**src/rtl/demux2_queue.sv**
```systemverilog
// demux2_queue: one val/rdy stream steered per message to two lanes.
// Each lane buffers up to two messages in a small circular FIFO.
module demux2_queue #(
  parameter int p_nbits = 32
) (
  input  logic               clk,
  input  logic               rst,
  input  logic               in_val,
  output logic               in_rdy,
  input  logic [p_nbits-1:0] in_msg,
  input  logic               in_sel,
  output logic               out0_val,
  input  logic               out0_rdy,
  output logic [p_nbits-1:0] out0_msg,
  output logic               out1_val,
  input  logic               out1_rdy,
  output logic [p_nbits-1:0] out1_msg
);

  logic               enq  [2];
  logic               ordy [2];
  logic               full [2];
  logic               val  [2];
  logic [p_nbits-1:0] head [2];

  // in_rdy only looks at registered lane state, never at outN_rdy
  assign in_rdy  = in_sel ? ~full[1] : ~full[0];
  assign enq[0]  = in_val & in_rdy & ~in_sel;
  assign enq[1]  = in_val & in_rdy & in_sel;
  assign ordy[0] = out0_rdy;
  assign ordy[1] = out1_rdy;

  assign out0_val = val[0];
  assign out0_msg = head[0];
  assign out1_val = val[1];
  assign out1_msg = head[1];

  for (genvar n = 0; n < 2; n++) begin : g_lane
    logic [p_nbits-1:0] mem [2];
    logic               wp;
    logic               rp;
    logic [1:0]         cnt;
    logic               deq;

    assign deq     = val[n] & ordy[n];
    assign val[n]  = (cnt != 2'd0);
    assign full[n] = (cnt == 2'd2);
    assign head[n] = mem[rp];

    // write side: store the accepted message and advance wp
    always_ff @(posedge clk) begin
      if (rst) begin
        mem[0] <= '0;
        mem[1] <= '0;
        wp     <= 1'b0;
      end else if (enq[n]) begin
        mem[wp] <= in_msg;
        wp      <= ~wp;
      end
    end

    // read side: advance rp on dequeue
    always_ff @(posedge clk) begin
      if (rst) begin
        rp <= 1'b0;
      end else if (deq) begin
        rp <= ~rp;
      end
    end

    // occupancy: enqueue and dequeue together leave it unchanged
    always_ff @(posedge clk) begin
      if (rst) begin
        cnt <= 2'd0;
      end else begin
        unique case (1'b1)
          (enq[n] & ~deq): cnt <= cnt + 2'd1;
          (deq & ~enq[n]): cnt <= cnt - 2'd1;
          default:         cnt <= cnt;
        endcase
      end
    end
  end

endmodule

```
**config.mk**
```make
export PLATFORM = sky130hd
export DESIGN_NAME = demux2_queue
export DESIGN_NICKNAME = d
export VERILOG_FILES = /design/src/rtl/demux2_queue.sv
export SDC_FILE = /design/constraint.sdc
export NUM_CORES = 1
export LEC_CHECK = 0
export CAP_MARGIN = 20
export CORE_MARGIN = 2
export CORE_UTILIZATION = 53
export CTS_CLUSTER_DIAMETER = 50
export DETAILED_ROUTE_END_ITERATION = 7
export HOLD_SLACK_MARGIN = 0.12
export PLACE_DENSITY = 0.82
export SLEW_MARGIN = 20
export SYNTH_ARGS = -nofsm -noshare
export SYNTH_HDL_FRONTEND = slang
export SYNTH_SLANG_ARGS = --single-unit
export TNS_END_PERCENT = 100
```
**constraint.sdc**
```tcl
create_clock -name clk -period 3.1 [get_ports clk]
set_input_delay 0.31 -clock clk [delete_from_list [all_inputs] [get_ports clk]]
set_output_delay 0.31 -clock clk [all_outputs]
set_load 0.005 [all_outputs]
```
### Word level (Yosys, flattened, before mapping)

Memory sizes are Yosys's and may differ from the RTL's. A register that Yosys moved wholly into a read port is not among the register bits.
Index checks and enable logic that the tools add are counted.

| cells by class | value |
|---|---|
| add/sub/neg operators | 4 |
| equal/unequal tests | 2 |
| muxes and demuxes | 21 |
| bitwise logic cells | 20 |
| reduce and logical (&&, ||, !) cells | 6 |

Operators by type and width:

| operator | number |
|---|---|
| 32-bit two-way mux | 2 |
| 32-bit OR reduction | 2 |
| 1-bit two-way mux | 17 |
| 1-bit inverter | 11 |
| 1-bit AND | 9 |
| 2-bit case mux with 2 select lines | 2 |
| 2-bit nonzero test | 4 |
| 2-bit by 1-bit adder with 2-bit output, second input constant | 2 |
| 2-bit equality test, second input constant | 2 |
| 2-bit by 1-bit subtractor with 2-bit output, second input constant | 2 |

| word-level totals | value |
|---|---|
| bits in registers | 8 |
| RAM bits | 128 |
| output and inout bits | 67 |
| word-level logic and storage cells | 61 |
| memories | 2 |

Memory list:

| memory | words | bits a word | rd ports | clocked after Yosys merged registers in | wr ports | line | RTL |
|---|---|---|---|---|---|---|---|
| g_lane[0].mem | 2 | 32 | 1 | 1 | 2 | 39 | `logic [p_nbits-1:0] mem [2];` |
| g_lane[1].mem | 2 | 32 | 1 | 1 | 2 | 39 |  |

### Longest topological paths before layout

Gate-level depths: netlist of the first run.

| depth | value |
|---|---|
| depth after elaboration | 10 |
| gate-level depth with buffers | 7 |
| mapped depth without buffers | 6 |

### Least setup slack after synthesis of the first run

No wires, ideal clock.

| path | value |
|---|---|
| path type | input -> register |
| start | input port in_sel |
| end | memory g_lane[0].mem[0][0] (enable) |
| arrival | 2.255 ns |
| data required time | 2.672 ns |
| slack | 0.418 ns |
| cell stages on the path | 4 |
| buffers on the path | 1 |
| cell sequence | buf_2 -> nor2b_1 -> nand2_1 -> o21bai_1 |

RTL lines:

| element | line | RTL |
|---|---|---|
| start: declaration | 11 | `input logic in_sel,` |
| end: declaration | 39 |  |

==> flow_metrics.tcl, run 1 <==
set metrics [dict create \
    netSwitchingFraction_pct 24.4 \
    grt_pass1_wl_um 19700 \
    yosys.cell_types.count 31 \
    clkTransAtPathRegs_ns 0.06 \
    yosysWarnings 0 \
    postCtsSetupBuffers 0 \
    worst_setup_path_end_kind "output pin" \
    hpwl_um 7760 \
    critPathMaxFanout 32 \
    worstPathRequired_ns 2.79 \
    slew_violations 0 \
    cp-start-kind "flip-flop" \
    report.final.hold_viol_count 0 \
    p_leak_nw 2.96 \
    drc 0 \
    die_h_um 111 \
    power_switching_mw 1.42 \
    cts_tree "done" \
    cts_hold_buf 0 \
    layoutNonFillerInstCount 658 \
    num_antenna_cells 0 \
    first_pass_iters 4 \
    clk_latency_ns 0.41 \
    avgRoutedWirePerCell_um 19.2 \
    status "finished clean" \
    max_freq_ghz 0.395 \
    dpl.cell_count 626 \
    track_usage_pct 21.3 \
    fp.coreArea_um2 11000 \
    postSynth.asyncResetShare_pct 0 \
    synth_edf_count 128 \
    seq_area_frac_synth_pct 66.9 \
    hp-class "reg -> reg" \
    globalRoute.totalOverflow 0 \
    netlist_area_um2 6040 \
    slowest_stage "dfxtp_2" \
    clockBufferDepth 2 \
    syn_to_final_growth_pct 30.4 \
    die_x_um 111 \
    cell_internal_pwr_mw 4.39 \
    ctsRootBufferMaster "clkbuf_16" \
    htreeDepth 4 \
    port_buffers 104 \
    initial_core_util_pct 55.0 \
    postSynthAreaPerCell_um2 15.2 \
    cts_sinks 138 \
    die-area_um2 12300 \
    ant_nets 0 \
    ios 105 \
    cap_violations 0 \
    syn_inst 397 \
    synth_area_leaders "edfxtp_1, and2_1, mux2_2" \
    viasPerCell 5.33 \
    first_iter_violations 173 \
    powerDensity_nw_per_um2 738 \
    slew_headroom_pct 41.5 \
    setup_viol 0 \
    gp_congestion 0.727 \
    worst_slew_pin_slew_ns 0.877 \
    final_core_util_pct 71.7 \
    drive_above_1_share_pct 21.4 \
    place_ws_ns 0.632 \
    final.period_utilization_pct 81.7 \
    peakVddDrop_uv 512 \
    postCtsResizedCells 0 \
    crit_arrival_ns 2.22 \
    worstSetupPathType "reg -> out" \
    period_needed_ns 2.53 \
    seq_power_share_pct 42.2 \
    synthFlopType "edfxtp_1" \
    num_rows 38 \
    slowest_delay_ns 0.90 \
    crit_buf_inv 1 \
    layout.nets 545 \
    antenna_found_initial 0 \
    final.fill_count 729 \
    dr_total_vias 3505 \
    synthTopCellsByCount "and2_1, edfxtp_1, mux2_2, buf_2, dfxtp_1" \
    grt_pass1_vias 3686 \
    regArea_um2 4050 \
    yosysTopAreaCell "edfxtp_1" \
    netlist.area_leader.share_pct 63.6 \
    rsz0062_at_grt "no" \
    setup_slack_ns 0.566 \
    grt_max_degree 33 \
    cts_made_buffers 17 \
    worstPathCellList "mux2_2, clkdlybuf4s50_1" \
    ys_ff_latch 138 \
    routed_wl_um 12600 \
    tns_ns 0 \
    synth_nets 437 \
    clkPwrFrac_pct 36.7 \
    skew_ns 0.00735 \
    critPathTopFamily "flip-flops" \
    multi_input_area_um2 1910 \
    p_comb_share_pct 21.1 \
]
[metrics by stage]
| step | total power, mW | area (um2) | hold WS [ns] |
|---|---|---|---|
| after floorplan | 3.02 | 6040 | 0.481 |
| after global placement | 3.68 | 7250 | 0.497 |
| after detailed placement | 3.72 | 7250 | 0.498 |
| after CTS | 5.84 | 7880 | 0.522 |
| after global routing | 6.02 | 7880 | 0.545 |
| final | 5.81 | 7880 | 0.521 |
[placed cells by master, fill, tap and decap left out, drive strengths merged, types with 3 or more instances in the layout]
cell type | Yosys | layout
and2 | 128 | 128
edfxtp | 128 | 128
clkinvlp | 0 | 4
dfxtp | 10 | 10
buf | 16 | 7
clkbuf | 6 | 17
inv | 0 | 3
clkdlybuf4s50 | 0 | 104
xnor2 | 4 | 4
nor2b | 5 | 5
bufinv | 0 | 4
nand2b | 3 | 3
clkinv | 0 | 4
nor2 | 6 | 6
mux2 | 64 | 64
[routing by layer]
layer | vias up | global-route usage (%) | wire (um)
met3 | 11 | 5.74 | 628
met2 | 101 | 35.6 | 6480
met5 | - | 0 | 0
met1 | 1761 | 26.5 | 5370
met4 | 0 | 8.25 | 158
li1 | 1632 | - | -
[registers in the layout, summed over array words and instances, names as in the netlist, named ones only]
name / cells
g_lane.mem: 128
g_lane.cnt: 4
g_lane.rp: 2
g_lane.wp: 2
[final timing paths]
| check | end | depth (start not counted) | start | slack (ns) |
|---|---|---|---|---|
| setup / recovery | out0_msg[31] | 2 | flip-flop | 0.57 |
| hold / removal | flip-flop | 2 | g_lane[0].rp | 0.52 |
| setup reg to reg | g_lane[0].mem[0][27] | 4 | g_lane[0].cnt[0] | 1.19 |
| hold reg to reg | flip-flop | 2 | g_lane[0].rp | 0.52 |
[cells by family (layout without fill, tap and decap cells)]
| kind of cell | count (synthesis) | after routing | share of synthesized area, % |
|---|---|---|---|
| XOR/XNOR | 6 | 6 | 0.870 |
| AO/OA/AOI/OAI | 12 | 12 | 1.39 |
| multiplexers | 65 | 65 | 12.1 |
| flip-flops | 138 | 138 | 66.9 |
| adder cells (fa/ha/maj) | 2 | 2 | 0.414 |
| buffers and inverters | 22 | 143 | 1.76 |
| AND/OR/NAND/NOR | 152 | 152 | 16.5 |
[power by group through the flow]
stage          clock, mW  sequential [mW]  combinational, mW
2_1_floorplan          0             2.33              0.692
3_3_place_gp           0             2.47               1.21
3_5_place_dp           0             2.49               1.23
4_1_cts             2.14             2.45               1.25
5_1_grt             2.23             2.48               1.31
6_report            2.13             2.45               1.23
[worst min-delay path: cells and delay by family, from the launching register on]
kind,cells,cell delay [ns]
flip-flops,1,0.33
XOR/XNOR,1,0.08
AND/OR/NAND/NOR,1,0.07
[layout make-up]
cell class,instances,area share (%)
Clock buffer,17,5.40
Clock inverter,15,2.51
Multi-Input combinational cell,237,24.3
Sequential cell,138,51.4
Tap cell,140,2.22
Timing Repair Buffer,111,14.2
No activity file was read; power rests on OpenSTA's default activity.
==> run 2, diff against run 1 <==
Settings changed: CORE_UTILIZATION 53 to 48, PLACE_DENSITY 0.82 to 0.78.
Clock period 3.1 ns to 2.2 ns, I/O delays scaled along.
==> run 2 against run 1 <==
  * Global-route usage down 0.93 points
  * Highest routed layer unchanged
  * Worst hold slack worse by 0.0014 ns
  * Largest cell class unchanged
  * Critical path type unchanged
  * Clock skew down 0.0023 ns
  * Routed wire length up 2.3%
  * Cell area up 1.4%
  * Flip-flop and latch count unchanged
==> flow_metrics.tcl, run 2 (same netlist as run 1, synthesis figures left out) <==
set metrics [dict create \
    whs_ns 0.520 \
    clockBufferDepth 2 \
    p_leak_nw 3.03 \
    first_iter_violations 186 \
    max_freq_ghz 0.479 \
    worstPathRequired_ns 1.98 \
    slew_violations 0 \
    worstSetupPathType "reg -> out" \
    slowest_stage "clkdlybuf4s50_1" \
    postCtsSetupBuffers 0 \
    first_pass_iters 5 \
    cts_tree "done" \
    worst_slew_pin_slew_ns 0.321 \
    grt_max_degree 33 \
    syn_to_final_growth_pct 32.2 \
    cts_made_buffers 17 \
    gp_congestion 0.736 \
    report.final.hold_viol_count 0 \
    grt_pass1_wl_um 20100 \
    layout.nets 559 \
    cap_violations 0 \
    port_buffers 104 \
    rsz0062_at_grt "no" \
    ff2ff_path_depth 5 \
    die_x_um 116 \
    cts_hold_buf 0 \
    drc 0 \
    worstPathCellList "buf_4, mux2_2, clkdlybuf4s50_1" \
    hp-class "in -> reg" \
    reg2reg_slack_ns 0.48 \
    initial_core_util_pct 49.7 \
    ant_nets 0 \
    avgRoutedWirePerCell_um 18.5 \
    antenna_found_initial 0 \
    most-common-layout-cells "and2_1, edfxtp_1, clkdlybuf4s50_1" \
    grt_pass1_vias 3904 \
    critPathTopFamily "buffers and inverters" \
    postCtsResizedCells 0 \
    crit_buf_inv 2 \
    r2r-end "g_lane[1].cnt[1]" \
    track_usage_pct 20.3 \
    slew_headroom_pct 78.6 \
    cts_sinks 138 \
    path_depth 3 \
    largest_reg_flops 128 \
    status "finished clean" \
    fp.coreArea_um2 12200 \
    r2r-start "g_lane[1].cnt[0]" \
    peakVddDrop_uv 553 \
    routed_wl_um 12900 \
    slowest_delay_ns 0.46 \
    clk_latency_ns 0.41 \
    tns_ns 0 \
    viasPerCell 5.05 \
    top_register "g_lane.mem" \
    dr_total_vias 3537 \
    num_antenna_cells 0 \
    dpl.cell_count 668 \
    clkTransAtPathRegs_ns 0.06 \
    skew_ns 0.00505 \
    ctsRootBufferMaster "clkbuf_16" \
    final.fill_count 878 \
    top_regs "g_lane.mem: 128 flops, g_lane.cnt: 4 flops" \
    globalRoute.totalOverflow 0 \
    cp-start-kind "flip-flop" \
    crit_arrival_ns 1.87 \
    period_needed_ns 2.09 \
    htreeDepth 4 \
    die_h_um 116 \
    final.period_utilization_pct 95.0 \
    critPathMaxFanout 18 \
    ios 105 \
    powerDensity_nw_per_um2 1010 \
    critPathCapture "out1_msg[23]" \
    setup_viol 0 \
    die-area_um2 13500 \
    num_rows 40 \
    layoutNonFillerInstCount 700 \
    drive_above_1_share_pct 22.9 \
    hpwl_um 8470 \
    worst_setup_path_end_kind "output pin" \
]
[run 2: area by class of cell]
cell class / count / area, um2 / area share (%)
clock buffers: 25 / 505 / 6.33
clock inverters: 7 / 88.8 / 1.11
multi-input cells: 237 / 1910 / 24.0
flip-flops and latches: 138 / 4050 / 50.6
well taps: 168 / 210 / 2.63
repair buffers: 125 / 1220 / 15.3
[run 2: where the power goes]
part	switching, mW	leakage [nW]	internal (mW)
clock network	1.02	0.287	1.81
logic	0.797	1.32	1.19
registers	0.118	1.42	3.15
[run 2: worst min path at each step]
stage	start	to	slack, ns	cells after the start
floorplan	in_msg[0]	g_lane[0].mem[0][0]	0.42	1
global placement	g_lane[0].rp	g_lane[0].rp	0.50	2
detailed placement	g_lane[1].rp	g_lane[1].rp	0.51	2
CTS	in_msg[1]	g_lane[0].mem[0][1]	0.51	2
global route	in_msg[14]	g_lane[1].mem[1][14]	0.53	2
finish	in_msg[1]	g_lane[0].mem[1][1]	0.52	2
[run 2: worst reg2reg max path, delay by kind of cell, from the launching register on]
family / cells / cell delay (ns)
fa+ha+maj: 1 / 0.39
simple gates: 3 / 0.69
compound gates: 1 / 0.14
flops: 1 / 0.43
[run 2: per-layer routing]
layer / global-route usage [%] / part of all wire (%) / up-vias
met2: 36.6 / 53 / 93
li1: - / - / 1657
met5: 0 / 0 / -
met4: 6.59 / 1.2 / 0
met1: 23.5 / 41 / 1774
met3: 5.76 / 4.6 / 13
[run 2: stage by stage]
stage	utilization, %	worst slack (ns)	instance area (um2)	power (mW)
floorplan	-	0.247	6050	4.26
global placement	60.8	0.183	7390	5.26
finish	65.7	0.110	7990	8.09
global route	65.7	0.0461	7990	8.39
CTS	65.7	0.0828	7990	8.15
detailed placement	60.8	0.117	7390	5.32
==> run 3, diff against run 2 <==
Settings changed: ABC_CLOCK_PERIOD_IN_PS set to 2200, CORE_MARGIN 2 to not set.
==> run 3 against run 2 <==
  * Sequential share of layout area decreased by 0.31 points
  * Critical path depth unchanged
  * Routed wire length decreased by 5.8%
  * Flip-flop and latch count unchanged
  * Power increased by 1.9%
  * Maximum frequency increased by 0.27%
  * Worst hold slack improved by 0.0054 ns
  * Cell area increased by 0.67%
  * Sequential power about the same
  * Clock power increased by 5%
  * Die area decreased by 3.4%
  * Critical endpoint is now out0_msg[7]
==> flow_metrics.tcl, run 3 (same netlist as run 1, synthesis figures left out) <==
set metrics [dict create \
    placedInstanceArea_um2 7420 \
    layoutNonFillerInstCount 698 \
    avgRoutedWirePerCell_um 17.4 \
    ios 105 \
    critPathMaxFanout 18 \
    power_mw 8.24 \
    hp-class "in -> reg" \
    cts_tree "done" \
    routed_wl_um 12200 \
    num_antenna_cells 0 \
    track_usage_pct 20.1 \
    top_regs "g_lane.mem: 128 flops, g_lane.cnt: 4 flops" \
    initial_core_util_pct 49.7 \
    grt_pass1_wl_um 19000 \
    max_freq_ghz 0.480 \
    hpwl_um 7800 \
    gp_congestion 0.735 \
    clk_latency_ns 0.41 \
    fp.coreArea_um2 12200 \
    rsz0062_at_grt "no" \
    ctsRootBufferMaster "clkbuf_16" \
    first_iter_violations 177 \
    worstPathRequired_ns 1.98 \
    die_x_um 114 \
    most-common-layout-cells "and2_1, edfxtp_1, clkdlybuf4s50_1" \
    layout.nets 557 \
    p_leak_nw 3.03 \
    htreeDepth 4 \
    grt_max_degree 33 \
    clkTransAtPathRegs_ns 0.06 \
    die-area_um2 13000 \
    viasPerCell 4.95 \
    largest_reg_flops 128 \
    top_register "g_lane.mem" \
    num_rows 40 \
    slew_headroom_pct 79.1 \
    powerDensity_nw_per_um2 1020 \
    place_ws_ns 0.239 \
    cts_made_buffers 17 \
    slew_violations 0 \
    globalRoute.totalOverflow 0 \
    setup_viol 0 \
    tns_ns 0 \
    worst_slew_pin_slew_ns 0.313 \
    dr_total_vias 3455 \
    whs_ns 0.525 \
    die_h_um 114 \
    cp-start-kind "flip-flop" \
    worstSetupPathType "reg -> out" \
    drive_above_1_share_pct 23.4 \
    final_core_util_pct 66.1 \
    dpl.cell_count 666 \
    skew_ns 0.00704 \
    clockBufferDepth 2 \
    port_buffers 104 \
    ant_nets 0 \
    cts_sinks 138 \
    period_needed_ns 2.08 \
    grt_pass1_vias 3734 \
    worst_setup_path_end_kind "output pin" \
    status "finished clean" \
    peakVddDrop_uv 562 \
    crit_arrival_ns 1.86 \
    antenna_found_initial 0 \
    first_pass_iters 4 \
    syn_to_final_growth_pct 33.1 \
    drc 0 \
    final.fill_count 867 \
    cap_violations 0 \
    report.final.hold_viol_count 0 \
    postLayoutCellArea_um2 8040 \
    final.period_utilization_pct 94.7 \
    setup_slack_ns 0.116 \
]
==> run 3: changes by cell type in the layout (fill, tap and decap cells not counted), sizes merged <==
cell,change
clkbuf,-8
clkinvlp,+4
buf,-2
bufinv,+2
inv,+2
==> run 3: per-layer routing <==
layer / vias to the layer above / GRT usage (%) / share of wire (%)
li1: 1658 / - / -
met1: 1688 / 23.6 / 41
met2: 98 / 35.0 / 53
met3: 11 / 6.30 / 4.8
met4: 0 / 6.32 / 1.2
met5: - / 0 / 0
==> run 3: power breakdown <==
group	internal [mW]	switching, mW	leakage [nW]	total, mW
clock network	1.89	1.08	0.288	2.98
registers	3.15	0.147	1.43	3.30
logic	1.21	0.753	1.32	1.96
total	6.26	1.98	3.03	8.24
==> run 3: critical path, cell delays in order (launching register included) <==
cell	delay [ns]
dfxtp_4	0.44
buf_12	0.19
mux2_2	0.36
clkdlybuf4s50_1	0.45
==> run 3: repair_timing <==
| item | in CTS | in global routing |
|---|---|---|
| gates resized for setup | 1 | 0 |
| hold buffers | 0 | 0 |
| hold endpoints to repair | 0 | 0 |
| setup buffers | 0 | 0 |
| endpoints found under the setup margin | 3 | 0 |
==> run 3: final timing paths <==
| kind | from | endpoint | slack, ns | cells after the start |
|---|---|---|---|---|
| max | flip-flop | out0_msg[7] | 0.12 | 3 |
| min | in_msg[0] | g_lane[1].mem[1][0] | 0.53 | 2 |
| max reg2reg | g_lane[1].cnt[0] | g_lane[1].cnt[1] | 0.48 | 5 |
| min reg2reg | g_lane[0].rp | flip-flop | 0.53 | 2 |
==> run 3: layout make-up <==
type	count	area, um2	share of cell area, %
Timing Repair Buffer	123	1250	15.5
Multi-Input combinational cell	237	1910	23.8
Clock inverter	15	198	2.46
Sequential cell	138	4050	50.3
Clock buffer	17	425	5.29
Tap cell	168	210	2.61
==> variant: new RTL, flow settings as in run 2 <==
Set the parameter `p_nbits` to 36 (it was 32).
--- a/src/rtl/demux2_queue.sv
+++ b/src/rtl/demux2_queue.sv
@@ -1,7 +1,7 @@
 // demux2_queue: one val/rdy stream steered per message to two lanes.
 // Each lane buffers up to two messages in a small circular FIFO.
 module demux2_queue #(
-  parameter int p_nbits = 32
+  parameter int p_nbits = 36
 ) (
   input  logic               clk,
   input  logic               rst,
Ports: changed (resized in_msg, out0_msg and out1_msg); port bits go from 105 to 117. No check against the original RTL was run, so the function may have changed too.
==> variant against run 2 <==
- sequential cell count up 16
- combinational power up 14%
- final area up 12%
- routed wire length up 9.0%
- area after synthesis up 11%
- count of clock-buffer cells in the layout down 6
- worst setup slack better by 0.00057 ns
- clock power up 7.8%
- non-clock buffer count up 14
- total power up 11%
- sequential power up 12%
==> variant: results (changes against run 2) <==
status: "finished clean"
antenna_found_initial: 0  # unchanged
path_max_fanout: 36  # +18
numCtsBuffers: 17  # unchanged
p_leak_nw: 3.38  # +11%
synth_fa_ha_area_frac: 0.00373  # -0.000411
place.gp.congestion: 0.766  # +4.0%
muxShareOfSynthArea: 0.122  # +0.00143
hold_class: "in2reg"
vias_per_cell: 5.13  # +1.6%
grt_first_pass_wirelength_um: 21300  # +5.8%
slew_headroom: 0.666  # -0.120
nets: 621  # +11%
skew_ns: 0.00695  # +0.00190 ns
grt_pass1_vias: 4171  # +6.8%
hold_depth: 2  # unchanged
antennaDiodeCount: 0  # unchanged
top_regs: "g_lane.mem: 144 flops, g_lane.cnt: 4 flops"
numPortBuffers: 116  # +12%
synth-edff-count: 144  # +13%
yosys-top-cells-count: "144 x edfxtp_1, 138 x and2_1, 72 x mux2_2"
synth_compound_area_frac: 0.0118  # -0.00212
async_reset_ff_frac: 0  # unchanged
layoutNonFillerInstCount: 770  # +10%
wl_um: 14100  # +9.0%
nFillCells: 1024  # +17%
synth_cells: 444  # +12%
ir_drop_uv: 725  # +31%
drt_iter0_markers: 257  # +38%
drive_gt1_frac: 0.237  # +0.00796
clkLatencyLatePin_ns: 0.42
dp_hpwl_um: 9130  # +7.8%
place_inst: 733  # +9.7%
clockBufferDepth: 2  # unchanged
grt_max_degree: 38  # +15%
clk_pin_slew_worst_paths_ns: 0.06  # about the same
firstDrtPassIters: 4  # -1
ys_seq_area_frac: 0.675  # +0.00520
synth_flop_cell: "edfxtp_1"
synth_warnings: 0  # unchanged
yosysTopAreaCellShare: 0.645  # +0.00849
groute.usage.overall: 0.197  # -0.00649
htreeDepth: 4  # unchanged
synth_area_leaders: "edfxtp_1 64%, and2_1 13%, mux2_2 12%"
cts_root_buffer: "clkbuf_16"
crit_arrival_ns: 1.87  # about the same
yosys.area_share.xor_xnor: 0.00784  # -0.000863
dp_slack_ns: 0.236  # +0.118 ns
r2r_cells: 6  # +1
syn_nets: 488  # +12%
synth.distinct_cells: 30  # -3.2%
-- variant: cell types whose count changed after synthesis, moves of 3 or more --
cell,delta
and2_1,+10
and4_1,+8
buf_2,-7
clkbuf_1,+3
clkbuf_2,+7
edfxtp_1,+16
inv_1,+4
mux2_1,-4
mux2_2,+12
nor2b_1,-3
-- variant: repair_timing --
action / CTS / global route
endpoints found under the setup margin: 27 / 20
cloned: 0 / 1
setup buffers: 0 / 4
resized for setup: 1 / 0
-- variant: area by class of cell --
type                            count  area (µm²)  share of cell area
Clock buffer                       19         453              0.0507
Clock inverter                     13         174              0.0195
Inverter                            4        17.5             0.00196
Multi-Input combinational cell    261        2120               0.238
Sequential cell                   154        4530               0.507
Tap cell                          180         225              0.0252
Timing Repair Buffer              139        1410               0.158
-- variant: worst max-delay path, stage by stage, from the launching register on --
cell and delay (ns):
dfxtp_2 0.34, buf_12 0.24, mux2_2 0.38, clkdlybuf4s50_1 0.48
-- variant: cells by family after synthesis --
| logic type | count (synthesis) |
|---|---|
| flip-flops | 154 |
| multiplexers | 73 |
| adder cells (fa/ha/maj) | 2 |
| AO/OA/AOI/OAI | 12 |
| buffers and inverters | 29 |
| XOR/XNOR | 6 |
| AND/OR/NAND/NOR | 168 |
-- variant: layer usage --
metal	routed length, µm	GRT usage
met3	858	0.0576
met4	238	0.0805
met5	0	0
met2	7170	0.327
met1	5820	0.241
-- variant: final timing paths --
check | startpoint | end | slack [ns]
max | register | out1_msg[20] | 0.11
min | in_msg[22] | g_lane[1].mem[1][22]$_SDFFCE_PN0P_ | 0.52
max reg2reg | g_lane[0].cnt[1]$_SDFFE_PP0P_ | g_lane[0].cnt[1]$_SDFFE_PP0P_ | 0.42
min reg2reg | g_lane[0].rp$_SDFFE_PP0P_ | register | 0.53
-- variant: power breakdown --
group | total, W | internal, W | leakage [nW] | switching [W]
Clock | 0.00305 | 0.00194 | 0.308 | 0.00111
Sequential | 0.00365 | 0.00351 | 1.59 | 0.000138
Combinational | 0.00227 | 0.00138 | 1.47 | 0.000889
Total | 0.00897 | 0.00683 | 3.38 | 0.00213
-- variant: through the flow --
stage / instance area, µm² / hold slack (ns)
after global placement: 8250 / 0.496
after floorplan: 6760 / 0.418
after detailed placement: 8250 / 0.499
after global routing: 8940 / 0.534
final: 8940 / 0.521
after CTS: 8880 / 0.505
